===== src/rtl/mux8_rr_merge.sv =====
`default_nettype none
// ============================================================================
// Module   : mux8_rr_merge
// Purpose  : 8:1 round-robin merge of valid/ready channels onto one
//            registered output stream tagged with the source channel index.
// Revision : 1.0
// ============================================================================
module mux8_rr_merge #(
  parameter int DW = 1
) (
  input  logic            clk,
  input  logic            rst_n,
  input  logic [8*DW-1:0] in_data,
  input  logic [7:0]      in_valid,
  output logic [7:0]      in_ready,
  output logic [DW-1:0]   out_data,
  output logic [2:0]      out_sel,
  output logic            out_valid,
  input  logic            out_ready
);

  logic [2:0]    r_ptr;
  logic [DW-1:0] r_data;
  logic [2:0]    r_sel;
  logic          r_valid;

  logic          w_load;
  logic          w_found;
  logic [2:0]    w_win;
  logic [2:0]    w_idx;
  logic [DW-1:0] w_chan [8];

  for (genvar k = 0; k < 8; k++) begin : g_chan
    assign w_chan[k] = in_data[k*DW +: DW];
  end

  // Register is free when empty or when its current beat drains this cycle.
  assign w_load = ~r_valid | out_ready;

  // Search starts at ptr and wraps; the first requester found wins.
  always_comb begin
    w_found = 1'b0;
    w_win   = 3'd0;
    w_idx   = 3'd0;
    for (int i = 0; i < 8; i++) begin
      w_idx = r_ptr + 3'(i);
      if (!w_found && in_valid[w_idx]) begin
        w_found = 1'b1;
        w_win   = w_idx;
      end
    end
  end

  // Gated by rst_n so no channel sees an accept while held in reset.
  assign in_ready = (rst_n && w_load && w_found) ? (8'h01 << w_win) : 8'h00;

  always_ff @(posedge clk or negedge rst_n) begin
    if (!rst_n) begin
      r_ptr   <= 3'd0;
      r_data  <= '0;
      r_sel   <= 3'd0;
      r_valid <= 1'b0;
    end else if (w_load) begin
      if (w_found) begin
        r_data  <= w_chan[w_win];
        r_sel   <= w_win;
        r_valid <= 1'b1;
        r_ptr   <= w_win + 3'd1;
      end else begin
        r_valid <= 1'b0;
      end
    end
  end

  assign out_data  = r_data;
  assign out_sel   = r_sel;
  assign out_valid = r_valid;

endmodule
`default_nettype wire


===== config.mk =====
export PLATFORM = sky130hd
export DESIGN_NAME = mux8_rr_merge
export DESIGN_NICKNAME = d
export VERILOG_FILES = /design/src/rtl/mux8_rr_merge.sv
export SDC_FILE = /design/constraint.sdc
export NUM_CORES = 1
export LEC_CHECK = 0
export CORE_MARGIN = 2
export CORE_UTILIZATION = 56
export DETAILED_ROUTE_END_ITERATION = 7
export PLACE_DENSITY_LB_ADDON = 0.15
export RECOVER_POWER = 25
export SLEW_MARGIN = 10
export SYNTH_ARGS = -nofsm -noshare
export SYNTH_HDL_FRONTEND = slang
export SYNTH_SLANG_ARGS = --single-unit

===== constraint.sdc =====
create_clock -name clk -period 12.1 [get_ports clk]
set_input_delay 1.21 -clock clk [delete_from_list [all_inputs] [get_ports clk]]
set_output_delay 1.21 -clock clk [all_outputs]
set_load 0.005 [all_outputs]

==> results.md <==
- Worst path cell trace: inv_1, ha_1, mux2_2, a221o_1, nor3_2, o21ba_2, nand2_2, or3_4, a32o_1, nor2_1, ha_1, and3_1, clkdlybuf4s50_1
- Synthesized cell area: 1580 um^2
- Final setup vio count: 0
- Synth async-reset ratio: 100%
- Largest net degree at the start of global routing: 28
- Yosys reg bits: 8
- Syn Area/Cell: between 9 and 10 um^2
- Post-Synthesis Cells: approximately 170
- CP dominant cell by count: ha_1
- Final non-filler cell total: 228
- Startpoint types: register
- Highest metal used: met4
- Syn nets: 195
- Initial Util: between 50% and 60%
- GP Congestion: between 0.8 and 0.9
- DRT iter0 DRCs: 75
- Hold buffers post-CTS: 0
- Crit share post-route: between 50% and 60%
- CP endpoint kind: primary output
- Share of layout cells above drive strength 1: 17.8%
- Clock skew: 5.60 ps
- RSZ-0062 raised after global routing: false
- Num CTS Buffers: 3
- Final hold vios: 0
- Dominant synthesized flop cell: dfrtp_1
- Clock Path Buffers: 2
- Antenna Nets Post-Route: 0
- Vert. Die Dim: ~57 um
- First-pass GRT wire length: roughly 7000 um
- Wl on met1: 1710 um
- Synth Warn #: 0
- Relative slew margins: 27.1%
- CTS H-Tree Depth: 1
- Wire length on met2: 2020 um
- Tightest Pin Transition: 1090 ps
- CTS tree: done
- Total gr overflow: 0
- Die width: roughly 57 um
- Synth top area cells: mux4_2, dfrtp_1, mux2i_1
- Fmax: roughly 160 MHz
- End-of-flow core utilization: 70.4%
- # clock sinks: 8
- # Post-CTS Setup Buffers: 0
- Placed cells: approximately 230
- Fillers: 230
- Clock root buffer master: clkbuf_4
- Maxcap violations: 0
- GR Util All Layers: between 20% and 30%
- Clock slew at reported path FFs: around 60 ps
- Core area: between 2000 and 3000 um^2
- Die ar.: around 3300 um^2
- Antenna diodes: 0
- DP Wirelength: between 3000 and 4000 um
- Kind of critical path: reg2out
- Critical Path Slowest Stage Cell: dfrtp_1
- Status: completed
- Via/cell ratio: approximately 6.6
- Post-synth EDFFs: 0
- Worst min-delay path class: reg2reg
- Register area share after synthesis: about 13%
- DR WL/cell: between 15 and 20 um
- Worst-Skew Late Latency: 250 ps
- WL final: about 4000 um
- Final setup TNS: 0 ps
- CP max FO: 27
- Max-slew violation count: 0
- Final min period: approximately 6300 ps
- Synth unique cells: just over 50
- Port bufs: 31
- Cell taking the most area after synthesis: mux4_2
- Worst path max stage delay: between 1000 and 1500 ps
- Via count: approximately 1,500
- PostCTS Resize Cnt: 0
- Area grow syn2layout: 20.4%
- Worst Path Arrival: 5110 ps
- Vias in the first global route: between 1,000 and 1,500
- # nets final: ~220
- Critical path required time: roughly 11,000 ps
- DRC Markers: 0
- WL met3: between 200 and 300 um
- FP Rows: 19
- 1st-pass router iterations: 4
- Initial antenna violation count: 0
- Synth top area share: about 17%
- IO Pins: 32
-- Yosys cell counts, drive strengths merged, types with 4 or more instances --
cell type / n
o21ai: 10
dfrtp: 8
nand3: 4
nor2: 16
mux4: 13
mux2i: 16
inv: 11
nand2: 13
nor2b: 4
mux2: 8
buf: 10
nor3: 6
a21oi: 7
-- placed cells by master (no fill, tap or decap), types with 2 or more instances in the layout --
master,count
mux4_2,12
o211ai_1,3
o21ai_0,10
nand4_1,2
inv_1,11
nor2b_1,4
nor2_1,16
a21oi_1,7
o22ai_1,2
a31oi_1,2
clkbuf_4,3
xor2_1,3
ha_1,3
dfrtp_1,8
mux2_2,8
and2_1,2
nand3_1,4
nand2_1,12
clkdlybuf4s50_1,30
nor4_1,2
o221ai_1,3
nor3_1,5
o311ai_0,2
mux2i_1,15
-- final timing paths --
check                                 from     endpoint  slack, ps  cells after the start
worst max-delay path              r_ptr[0]  in_ready[7]       5780                     13
worst min-delay path            out_sel[1]   out_sel[1]        510                      1
worst max register to register    r_ptr[0]     r_ptr[2]       7470                     13
worst min register to register  out_sel[1]   out_sel[1]        510                      1
max in group asynchronous            rst_n   out_sel[1]      10410                      1
min in group asynchronous            rst_n     out_data       1350                      1
-- metal layers --
metal | vias to the layer above | track usage (%)
met5 | - | 0
met4 | 0 | 4.65
met3 | 4 | 7.03
met2 | 65 | 44.8
met1 | 710 | 34.9
li1 | 722 | -
-- area by class of cell --
cell class                      count  area, um^2  area share [%]
Tap cell                           31        38.8            2.03
Clock buffer                        3        22.5            1.18
Timing Repair Buffer               32         318            16.7
Inverter                           11        41.3            2.17
Sequential cell                     8         200            10.5
Multi-Input combinational cell    143        1290            67.5
-- sequential cells by signal, indices dropped and copies added, names as in the netlist --
name,count
out_data,1
r_ptr,3
out_valid,1
out_sel,3
-- per-stage QoR --
stage          hold slack (ps)  setup slack, ps  instance area [um^2]
4_1_cts                    517             5790                  1900
3_5_place_dp               506             6080                  1880
5_1_grt                    534             5340                  1910
6_report                   512             5780                  1910
2_1_floorplan              505             7250                  1580
3_3_place_gp               487             6150                  1880
-- cell families (layout without fill, tap and decap cells) --
logic type | after synthesis | count (layout) | share of synthesized area, %
xor+xnor | 4 | 4 | 2.21
flops | 8 | 8 | 12.6
mux | 37 | 37 | 35.3
buf+inv | 22 | 46 | 6.56
simple gates | 55 | 55 | 18.2
fa+ha+maj | 3 | 3 | 2.37
compound gates | 44 | 44 | 22.7
-- critical path: cells and delay by family (launching register included) --
family,cells,cell delay (ps)
buffers and inverters,2,690
multiplexers,1,400
flip-flops,1,1060
AND/OR/NAND/NOR,5,1010
AO/OA/AOI/OAI,3,880
adder cells (fa/ha/maj),2,820
Power is left out: the tool's default activity adds up to more than one toggle a clock period on the data nets, which glitch-free logic cannot reach.
